==> config.mk <==
export PLATFORM = sky130hd
export DESIGN_NAME = aes_key_expand_seq_flat
export DESIGN_NICKNAME = d
export VERILOG_FILES = /design/src/rtl/aes_pkg.sv /design/src/rtl/aes_key_expand_seq_if.sv /design/src/rtl/aes_key_expand_seq_sub_word.sv /design/src/rtl/aes_key_expand_seq.sv /design/src/flat_wrapper.sv
export SDC_FILE = /design/constraint.sdc
export NUM_CORES = 2
export LEC_CHECK = 0
export ABC_AREA = 1
export BUFFER_PORTS_ARGS = -buffer_cell sky130_fd_sc_hd__buf_2
export CAP_MARGIN = 20
export CORE_MARGIN = 1
export CORE_UTILIZATION = 35
export CTS_BUF_LIST = sky130_fd_sc_hd__clkbuf_4 sky130_fd_sc_hd__clkbuf_8
export DETAILED_ROUTE_END_ITERATION = 12
export PLACE_DENSITY = 0.62
export REMOVE_ABC_BUFFERS = 1
export SETUP_SLACK_MARGIN = 0.15
export SLEW_MARGIN = 20
export SYNTH_ARGS = -nofsm -noshare
export SYNTH_HDL_FRONTEND = slang
export SYNTH_SLANG_ARGS = --single-unit
==> constraint.sdc <==
create_clock -name clk -period 14 [get_ports clk]
set_clock_uncertainty 0.2 [all_clocks]
set_input_delay 0 -clock clk [delete_from_list [all_inputs] [get_ports clk]]
set_output_delay 0 -clock clk [all_outputs]
set_load 0.01 [all_outputs]
==> src/rtl/aes_pkg.sv <==
// Shared AES constants and lookups: round count, key-schedule rcon, FSM states, forward S-box.
// Pure combinational helpers with no latency and no handshake.
package aes_pkg;

  localparam int NUM_ROUNDS = 10;

  typedef enum logic [1:0] {
    ST_IDLE,
    ST_EXPAND,
    ST_DONE
  } aes_state_e;

  localparam logic [7:0] SBOX [256] = '{
    8'h63, 8'h7c, 8'h77, 8'h7b, 8'hf2, 8'h6b, 8'h6f, 8'hc5, 8'h30, 8'h01, 8'h67, 8'h2b, 8'hfe, 8'hd7, 8'hab, 8'h76,
    8'hca, 8'h82, 8'hc9, 8'h7d, 8'hfa, 8'h59, 8'h47, 8'hf0, 8'had, 8'hd4, 8'ha2, 8'haf, 8'h9c, 8'ha4, 8'h72, 8'hc0,
    8'hb7, 8'hfd, 8'h93, 8'h26, 8'h36, 8'h3f, 8'hf7, 8'hcc, 8'h34, 8'ha5, 8'he5, 8'hf1, 8'h71, 8'hd8, 8'h31, 8'h15,
    8'h04, 8'hc7, 8'h23, 8'hc3, 8'h18, 8'h96, 8'h05, 8'h9a, 8'h07, 8'h12, 8'h80, 8'he2, 8'heb, 8'h27, 8'hb2, 8'h75,
    8'h09, 8'h83, 8'h2c, 8'h1a, 8'h1b, 8'h6e, 8'h5a, 8'ha0, 8'h52, 8'h3b, 8'hd6, 8'hb3, 8'h29, 8'he3, 8'h2f, 8'h84,
    8'h53, 8'hd1, 8'h00, 8'hed, 8'h20, 8'hfc, 8'hb1, 8'h5b, 8'h6a, 8'hcb, 8'hbe, 8'h39, 8'h4a, 8'h4c, 8'h58, 8'hcf,
    8'hd0, 8'hef, 8'haa, 8'hfb, 8'h43, 8'h4d, 8'h33, 8'h85, 8'h45, 8'hf9, 8'h02, 8'h7f, 8'h50, 8'h3c, 8'h9f, 8'ha8,
    8'h51, 8'ha3, 8'h40, 8'h8f, 8'h92, 8'h9d, 8'h38, 8'hf5, 8'hbc, 8'hb6, 8'hda, 8'h21, 8'h10, 8'hff, 8'hf3, 8'hd2,
    8'hcd, 8'h0c, 8'h13, 8'hec, 8'h5f, 8'h97, 8'h44, 8'h17, 8'hc4, 8'ha7, 8'h7e, 8'h3d, 8'h64, 8'h5d, 8'h19, 8'h73,
    8'h60, 8'h81, 8'h4f, 8'hdc, 8'h22, 8'h2a, 8'h90, 8'h88, 8'h46, 8'hee, 8'hb8, 8'h14, 8'hde, 8'h5e, 8'h0b, 8'hdb,
    8'he0, 8'h32, 8'h3a, 8'h0a, 8'h49, 8'h06, 8'h24, 8'h5c, 8'hc2, 8'hd3, 8'hac, 8'h62, 8'h91, 8'h95, 8'he4, 8'h79,
    8'he7, 8'hc8, 8'h37, 8'h6d, 8'h8d, 8'hd5, 8'h4e, 8'ha9, 8'h6c, 8'h56, 8'hf4, 8'hea, 8'h65, 8'h7a, 8'hae, 8'h08,
    8'hba, 8'h78, 8'h25, 8'h2e, 8'h1c, 8'ha6, 8'hb4, 8'hc6, 8'he8, 8'hdd, 8'h74, 8'h1f, 8'h4b, 8'hbd, 8'h8b, 8'h8a,
    8'h70, 8'h3e, 8'hb5, 8'h66, 8'h48, 8'h03, 8'hf6, 8'h0e, 8'h61, 8'h35, 8'h57, 8'hb9, 8'h86, 8'hc1, 8'h1d, 8'h9e,
    8'he1, 8'hf8, 8'h98, 8'h11, 8'h69, 8'hd9, 8'h8e, 8'h94, 8'h9b, 8'h1e, 8'h87, 8'he9, 8'hce, 8'h55, 8'h28, 8'hdf,
    8'h8c, 8'ha1, 8'h89, 8'h0d, 8'hbf, 8'he6, 8'h42, 8'h68, 8'h41, 8'h99, 8'h2d, 8'h0f, 8'hb0, 8'h54, 8'hbb, 8'h16
  };

  function automatic logic [7:0] sbox(input logic [7:0] b);
    return SBOX[b];
  endfunction

  // Only indices 1..10 are meaningful; anything else yields zero.
  function automatic logic [7:0] rcon(input logic [3:0] idx);
    case (idx)
      4'd1:    return 8'h01;
      4'd2:    return 8'h02;
      4'd3:    return 8'h04;
      4'd4:    return 8'h08;
      4'd5:    return 8'h10;
      4'd6:    return 8'h20;
      4'd7:    return 8'h40;
      4'd8:    return 8'h80;
      4'd9:    return 8'h1b;
      4'd10:   return 8'h36;
      default: return 8'h00;
    endcase
  endfunction

endpackage

==> src/rtl/aes_key_expand_seq_if.sv <==
// Key-schedule bus: key load request, status, and the indexed round-key read port.
// No flow control; loads during expansion are dropped, reads are always accepted.
interface aes_key_expand_seq_if;
  logic [127:0] key_in;
  logic         key_load;
  logic         busy;
  logic         ready;
  logic [3:0]   rd_idx;
  logic [127:0] rd_key;
  logic         rd_valid;

  modport master (
    output key_in, key_load, rd_idx,
    input  busy, ready, rd_key, rd_valid
  );

  modport slave (
    input  key_in, key_load, rd_idx,
    output busy, ready, rd_key, rd_valid
  );
endinterface

==> src/rtl/aes_key_expand_seq_sub_word.sv <==
// SubWord: four parallel S-box lookups on a 32-bit word.
// Purely combinational, zero latency, no backpressure.
module sub_word
  import aes_pkg::*;
(
  input  logic [31:0] i_word,
  output logic [31:0] o_word
);

  assign o_word = {sbox(i_word[31:24]), sbox(i_word[23:16]),
                   sbox(i_word[15:8]),  sbox(i_word[7:0])};

endmodule

==> src/rtl/aes_key_expand_seq.sv <==
// AES-128 key schedule, one round key per clock into an 11-entry buffer; ready 10 cycles after load.
// Registered read port with 1-cycle latency; key_load is dropped while expanding, no queueing.
module aes_key_expand_seq #(
  parameter int NUM_ROUNDS = aes_pkg::NUM_ROUNDS
) (
  input logic                clk,
  input logic                rst_n,
  aes_key_expand_seq_if.slave bus
);

  localparam int         NKEYS = NUM_ROUNDS + 1;
  localparam logic [3:0] LAST  = 4'(NUM_ROUNDS);

  aes_pkg::aes_state_e r_state;
  logic [3:0]          r_cnt;
  logic                r_busy;
  logic                r_ready;
  logic                r_rd_valid;
  logic [127:0]        r_rd_key;
  logic [127:0]        r_last;
  logic [127:0]        r_rk [NKEYS];

  logic         w_load;
  logic         w_ready_next;
  logic         w_idx_ok;
  logic [31:0]  w_rot;
  logic [31:0]  w_sub;
  logic [31:0]  w_t;
  logic [31:0]  w_w0;
  logic [31:0]  w_w1;
  logic [31:0]  w_w2;
  logic [31:0]  w_w3;
  logic [127:0] w_next;

  assign w_load       = bus.key_load && (r_state != aes_pkg::ST_EXPAND);
  // A load in DONE pulls ready low on the same edge, so reads issued then are flagged invalid.
  assign w_ready_next = ((r_state == aes_pkg::ST_EXPAND) && (r_cnt == LAST)) ||
                        ((r_state == aes_pkg::ST_DONE) && !bus.key_load);
  assign w_idx_ok     = (bus.rd_idx <= LAST);

  // r_last mirrors rk[cnt-1], avoiding a wide read mux on the schedule path.
  assign w_rot = {r_last[23:0], r_last[31:24]};

  sub_word u_sub_word (
    .i_word (w_rot),
    .o_word (w_sub)
  );

  assign w_t    = w_sub ^ {aes_pkg::rcon(r_cnt), 24'h0};
  assign w_w0   = r_last[127:96] ^ w_t;
  assign w_w1   = r_last[95:64]  ^ w_w0;
  assign w_w2   = r_last[63:32]  ^ w_w1;
  assign w_w3   = r_last[31:0]   ^ w_w2;
  assign w_next = {w_w0, w_w1, w_w2, w_w3};

  always_ff @(posedge clk or negedge rst_n) begin
    if (!rst_n) begin
      r_state    <= aes_pkg::ST_IDLE;
      r_cnt      <= 4'd0;
      r_busy     <= 1'b0;
      r_ready    <= 1'b0;
      r_rd_key   <= '0;
      r_rd_valid <= 1'b0;
    end else begin
      r_rd_key   <= w_idx_ok ? r_rk[bus.rd_idx] : '0;
      r_rd_valid <= w_ready_next && w_idx_ok;
      case (r_state)
        aes_pkg::ST_IDLE, aes_pkg::ST_DONE: begin
          if (bus.key_load) begin
            r_state <= aes_pkg::ST_EXPAND;
            r_cnt   <= 4'd1;
            r_busy  <= 1'b1;
            r_ready <= 1'b0;
          end
        end
        aes_pkg::ST_EXPAND: begin
          if (r_cnt == LAST) begin
            r_state <= aes_pkg::ST_DONE;
            r_cnt   <= 4'd0;
            r_busy  <= 1'b0;
            r_ready <= 1'b1;
          end else begin
            r_cnt <= r_cnt + 4'd1;
          end
        end
        default: begin
          r_state <= aes_pkg::ST_IDLE;
          r_cnt   <= 4'd0;
          r_busy  <= 1'b0;
          r_ready <= 1'b0;
        end
      endcase
    end
  end

  // Key storage is deliberately unreset; ready/rd_valid qualify its contents.
  always_ff @(posedge clk) begin
    if (w_load) begin
      r_rk[0] <= bus.key_in;
      r_last  <= bus.key_in;
    end else if (r_state == aes_pkg::ST_EXPAND) begin
      r_rk[r_cnt] <= w_next;
      r_last      <= w_next;
    end
  end

  assign bus.busy     = r_busy;
  assign bus.ready    = r_ready;
  assign bus.rd_key   = r_rd_key;
  assign bus.rd_valid = r_rd_valid;

endmodule

==> src/flat_wrapper.sv <==
// flat-port wrapper written by rule: the top's interface ports become plain ports
module aes_key_expand_seq_flat 
#(
  parameter int NUM_ROUNDS = aes_pkg::NUM_ROUNDS
)
  (clk, rst_n, bus_key_in, bus_key_load, bus_rd_idx, bus_busy, bus_ready, bus_rd_key, bus_rd_valid);
  aes_key_expand_seq_if bus_i ();
  input logic clk;
  input logic rst_n;
  input wire logic [$bits(bus_i.key_in)-1:0] bus_key_in;
  input wire logic [$bits(bus_i.key_load)-1:0] bus_key_load;
  input wire logic [$bits(bus_i.rd_idx)-1:0] bus_rd_idx;
  output wire logic [$bits(bus_i.busy)-1:0] bus_busy;
  output wire logic [$bits(bus_i.ready)-1:0] bus_ready;
  output wire logic [$bits(bus_i.rd_key)-1:0] bus_rd_key;
  output wire logic [$bits(bus_i.rd_valid)-1:0] bus_rd_valid;
  assign bus_i.key_in = bus_key_in;
  assign bus_i.key_load = bus_key_load;
  assign bus_i.rd_idx = bus_rd_idx;
  assign bus_busy = bus_i.busy;
  assign bus_ready = bus_i.ready;
  assign bus_rd_key = bus_i.rd_key;
  assign bus_rd_valid = bus_i.rd_valid;
  aes_key_expand_seq #(.NUM_ROUNDS(NUM_ROUNDS)) u_core (.clk(clk), .rst_n(rst_n), .bus(bus_i));
endmodule
; ---- Word level (Yosys, flattened, before mapping)
; Memories as Yosys holds them, arrays and structs flattened.
; Cells that the tools add are included.
; Widths: inputs -> output; s select.
[word_totals]
rom_bits = 8320
register_bits = 265
output_inout_bits = 131
in_bits = 135
mem_bits_rw = 1408
word_cells = 76
mem_count = 6
[mem_list]
columns = memory, words, word_bits, rd, rd_ports_with_merged_regs, wr, line
row1 = (no name shown), 256, 8, 1, 0, 0, aes_pkg.sv:33  ; return SBOX[b];
row2 = (no name shown), 256, 8, 1, 0, 0, aes_pkg.sv:33
row3 = (no name shown), 256, 8, 1, 0, 0, aes_pkg.sv:33
row4 = (no name shown), 256, 8, 1, 0, 0, aes_pkg.sv:33
row5 = u_core.r_rk, 11, 128, 1, 0, 1, aes_key_expand_seq.sv:21  ; logic [127:0] r_rk [NKEYS];
row6 = (no name shown), 16, 8, 1, 0, 0, aes_pkg.sv:38  ; case (idx)
[classes]
n_addsub = 1
n_bitwise = 9
n_mux = 31
order_cmp = 5
eq_ne = 6
reduce_logical = 11
[op_table]
columns = op, count
row1 = $mux 128, 4
row2 = $xor 32x32->32, 5
row3 = $reduce_or 128->1, 1
row4 = $mux 8, 8
row5 = $ge 9x9->1 const B, 4
row6 = $not 8->9, 4
row7 = $mux 4, 3
row8 = $mux 1, 10
row9 = $pmux 4 s2, 1
row10 = $add 4x1->4 const B, 1
row11 = $eq 4x4->1 const B, 1
row12 = $le 4x4->1 const B, 1
row13 = $logic_and 1x1->1, 4
row14 = $mux 2, 2
row15 = $ne 2x2->1 const B, 2
row16 = $pmux 1 s2, 2
row17 = $pmux 2 s2, 1
row18 = $eq 2x1->1 const B, 1
row19 = $eq 2x2->1 const B, 1
row20 = $logic_not 2->1, 1
row21 = $ne 2x1->1 const B, 1
row22 = $reduce_and 2->1, 1
row23 = $reduce_bool 2->1, 1
row24 = $reduce_or 2->1, 1
row25 = 2 further kinds, 2

; ---- Depth between registers and ports, before layout
[depth]
ltp_word = 11
mapped_depth = 24
ltp_nobuf = 21

; ---- Modules after synthesis
; A second synthesis with hierarchy kept.
[unflattened]
cells_unflattened = 7910
area_unflattened_um2 = 78630.4
[by_module_without_submodules]
columns = mod, n_inst, area_per_inst_um2, seq_area_each_um2, cells_per_inst
row1 = aes_key_expand_seq, 1, 67091.8, 49527.5, 5400
row2 = sub_word, 1, 11538.6, 0.0, 2510

; ---- Least setup slack after synthesis
; OpenSTA, ideal clock, no wires.
[synth_path]
kind = register to register
start = register u_core.r_state[0]
end = memory u_core.r_rk[0][0], enable pin
setup_slack_ns = 2.391
n_path_buf = 2
path_stages_with_launch = 8
t_required_ns = 12.995
setup_ns = 0.805
period_less_slack_ns = 11.609
arrival_ns = 10.604
cell_sequence = dfrtp_1 inv_1 nor2_1 inv_1 clkbuf_1 clkbuf_1 a21oi_1 a211oi_1
[synth_via]
elab_chain_len = 6
word_cells_on_any_way = 11
classes_between = eq/ne: 2 / mux: 7 / reduce/logical: 2
[synth_lines]
columns = item, line
row1 = start: declaration, aes_key_expand_seq.sv:14  ; aes_pkg::aes_state_e r_state;
row2 = start signal: assignment, aes_key_expand_seq.sv:58  ; r_state <= aes_pkg::ST_IDLE;
row3 = start signal: assignment, aes_key_expand_seq.sv:70  ; r_state <= aes_pkg::ST_EXPAND;
row4 = start signal: assignment, aes_key_expand_seq.sv:78  ; r_state <= aes_pkg::ST_DONE;
row5 = $eq 2x1->1 or $ne 2x1->1 (tied branches), "aes_key_expand_seq.sv:101, aes_key_expand_seq.sv:35"
row6 = $mux 1 or $logic_and 1x1->1 (tied branches), "aes_key_expand_seq.sv:101, aes_key_expand_seq.sv:35"
row7 = $mux 1, aes_key_expand_seq.sv:98  ; if (w_load) begin
row8 = $mux 1 (implied by the code), aes_key_expand_seq.sv:102  ; r_rk[r_cnt] <= w_next;
row9 = $reduce_or 128->1 (no line), --
row10 = $mux 4 (no line) or $mux 1 (tied branches), --
row11 = end: declaration, aes_key_expand_seq.sv:21
; Parallel ways exist; a longest one is shown, timed or not.

; ---- Final worst setup path
[layout_path]
start = register u_core.r_last[16]
end = memory u_core.r_rk[5][59], data pin
[layout_via]
elab_chain_len = 9
[layout_lines]
columns = item, line
row1 = start: declaration, aes_key_expand_seq.sv:20  ; logic [127:0] r_last;
row2 = start signal: assignment, aes_key_expand_seq.sv:100  ; r_last <= bus.key_in;
row3 = start signal: assignment, aes_key_expand_seq.sv:103  ; r_last <= w_next;
row4 = $not 8->9 (implied by the code), aes_pkg.sv:33
row5 = $mem_v2 256x8, --
row6 = $mux 8 (implied by the code) (2 in series), aes_pkg.sv:33
row7 = $xor 32x32->32, aes_key_expand_seq.sv:49  ; assign w_t = w_sub ^ {aes_pkg::rcon(r_cnt), 24'h0};
row8 = $xor 32x32->32, aes_key_expand_seq.sv:50  ; assign w_w0 = r_last[127:96] ^ w_t;
row9 = $xor 32x32->32, aes_key_expand_seq.sv:51  ; assign w_w1 = r_last[95:64] ^ w_w0;
row10 = $xor 32x32->32, aes_key_expand_seq.sv:52  ; assign w_w2 = r_last[63:32] ^ w_w1;
row11 = $mux 128 (no line), --
; No other way between the ends. The select of a mux whose other input is x is not followed.

==> metrics.txt <==
CTS Buffer Depth=4; Post-Syn Area per Cell=10.30 sq um; Worst VDD drop=0.1862 mV; DP Wirelength=184,300 um; total gr overflow=0; core area=222,300 sq um; DRT Wirelength=309,300 um; All-Layer GR Usage=26.75%; die area=225,800 sq um; post-route clock period utilization=41.34%; final hold vios=28; Worst-path clk slew=0.06 ns; main combinational cell family by area after synthesis=simple AND/OR/NAND/NOR gates; DP Area=82,460 sq um; DR DRC count=0; Netlist cell types=41; largest area contributor in the netlist=edfxtp_1; share of cells above drive strength 1=12.68%; pwr/cell area=276.5 nW/um^2; Sink Count=1,672; crit path launch type=flip-flop; FF+latch count, synth=1,672; failing checks=hold timing; H-tree depth=5; Vias/cell=5.786; worst setup path class=flip-flop to flip-flop; Setup WS pre-CTS=7.992 ns; post-synthesis mux area share=0%; required time worst endpoint=14.52 ns; Synth Area in XOR/XNOR=0.1006%; unrepaired setup endpoints after global routing=false; top-count cell post-synth=nand2_1; number of max-cap violations=0; routability-driven placement congestion ratio=1.008; Compound-Gate Fraction of Synth Area=11.72%; Die Y=475.1 um; Syn Inst Count=7,606; post-CTS setup buffer count=0; sequential area share after synthesis=63.21%; WL per Instance=27.29 um; Post-synth top cells=nand2_1, edfxtp_1, nand3_1; Layout area overhead=17.12%; Post-CTS Resized=0; initial antenna violation count=20; row count=173; prevailing post-synth register cell=edfxtp_1; CTS buffer count=299; synth top area cells=edfxtp_1, nand2_1, nand3_1; first-pass GRT wire length=443,400 um; hold slack=-0.03962 ns; clock period minus worst slack=5.787 ns; post-route cell area=91,770 sq um; Synth Cell Area=78,350 sq um; static leakage=34.35 nW; routed vias=65,560; Final WS setup=8.213 ns; max-slew violations=0; Arr. time, crit path=6.31 ns; Peak Freq=0.1728 GHz; top-area cell type share of the netlist area=58.87%; PortBufs=265; Synth Area in Adders=1.032%; pin count of the biggest net entering global routing=141; actual slew at the worst max-slew pin=1.180 ns; clock latency on the worst-skew pair=1.08 ns; Initial DRT Pass Iterations=9; IO Pins=266; vias in the first global route=63,250; CTS tree=done; Die X=475.1 um; Slew HR=21.34%; Clk Tree Root Cell=clkbuf_8; final setup fails=0; outcome=finished, violations left; Post-synth EDFFs=1,536; area share of and/or/nand/nor cells after synthesis=19.61%; Initial Utilization=35.24%; total power=25.37 mW; worst-path fanout max=13; DRT antenna net count=0; nets=8,328; Synthesis Warnings=0; post-synthesis async set-or-reset flop share=8.134%; Min-Delay Path Class=primary input to flip-flop; DR iter-0 viols=8,179; CP endpoint kind=flip-flop
[cell type report]
| type | instances | area, sq um |
|---|---|---|
| clock buffer | 415 | 5124 |
| tap | 2975 | 3722 |
| clock inverter | 100 | 694.4 |
| timing repair buffer | 752 | 5963 |
| fill | 21440 | 130500 |
| multi-input combinational | 5112 | 25570 |
| antenna | 13 | 32.53 |
| inverter | 292 | 1135 |
| sequential | 1672 | 49530 |
[final timing paths]
kind | startpoint | end | depth (start not counted) | slack [ns]
worst max-delay path | u_core.r_last[16]$_DFFE_PP_ | u_core.r_rk[5][59]$_DFFE_PP_ | 16 | 8.21
worst min-delay path | bus_key_in[107] | u_core.r_rk[9][107]$_DFFE_PP_ | 4 | -0.04
worst max register to register | u_core.r_last[16]$_DFFE_PP_ | u_core.r_rk[5][59]$_DFFE_PP_ | 16 | 8.21
worst min register to register | u_core.r_state[0]$_DFFE_PN0P_ | u_core.r_cnt[0]$_DFFE_PN0P_ | 1 | 0.34
max in group asynchronous | rst_n | u_core.bus.rd_key[9]$_DFF_PN0_ | 7 | 11.38
min in group asynchronous | rst_n | u_core.bus.rd_key[115]$_DFF_PN0_ | 5 | 0.40
[state kept, by name, summed over array words and instances, names as in the netlist]
name / count
u_core.bus.busy: 1
u_core.bus.rd_valid: 1
u_core.r_last: 128
u_core.r_rk: 1408
u_core.bus.ready: 1
u_core.r_cnt: 4
u_core.r_state: 1
u_core.bus.rd_key: 128
[worst max-delay path: stages, from the launching register on]
cell and delay, ns:
edfxtp_1 0.88, inv_1 0.57, ha_1 0.69, inv_1 0.12
nand2_2 0.25, nand2_1 0.30, o21ai_0 0.31, nand2_1 0.10
nand2_1 0.10, nand3_1 0.20, nand2_1 0.13, nand2_1 0.07
nand3_1 0.16, nand3_1 0.11, nand3_1 0.30, nand2_1 0.29
o21ai_1 0.68
[cell usage in the layout (no fill, tap or decap), types with 143 or more instances in the layout]
cell / instances
nand2_1: 1699
edfxtp_1: 1536
nand3_1: 1173
a21oi_1: 592
nor2_1: 348
dlygate4sd3_1: 338
clkbuf_8: 322
o21ai_0: 311
buf_2: 261
inv_1: 260
o221ai_1: 240
o211ai_1: 143
[repair_timing]
| item | in CTS | in global routing |
|---|---|---|
| hold buffers | 333 | 7 |
| endpoints found under the setup margin | 0 | 0 |
| endpoints found under the hold margin | 1899 | 64 |
[power by group]
part / internal, mW / leakage [nW] / switching [mW]
Clock: 2.52 / 3.07 / 2.03
Combinational: 2.65 / 15.4 / 8.79
Sequential: 8.88 / 15.9 / 0.489
Total: 14.1 / 34.4 / 11.3
[metrics by stage]
step,util (%),TNS (ns),instances
after global placement,37.10,0,10460
after CTS,41.22,0,11310
after detailed placement,37.10,0,10460
after floorplan,-,-479.02,7076
after global routing,41.28,0,11330
final,41.28,0,11330
[kinds of logic (layout without fill, tap and decap cells)]
group	count (synthesis)	count (layout)
buffers and inverters	822	1559
AND/OR/NAND/NOR	3523	3523
adder cells (fa/ha/maj)	64	64
XOR/XNOR	9	9
other	0	13
AO/OA/AOI/OAI	1516	1516
flip-flops	1672	1672
[layer usage]
metal	share of wire, %	wire length, um	global-route usage, %	vias to the layer above
li1	-	-	-	28640
met1	41	127900	36.48	32560
met2	46	141500	41.89	3687
met3	8.7	27060	4.788	672
met4	4.1	12710	11.01	8
met5	0.017	52	0	-
Note: power is estimated with default switching activity, not from simulation.
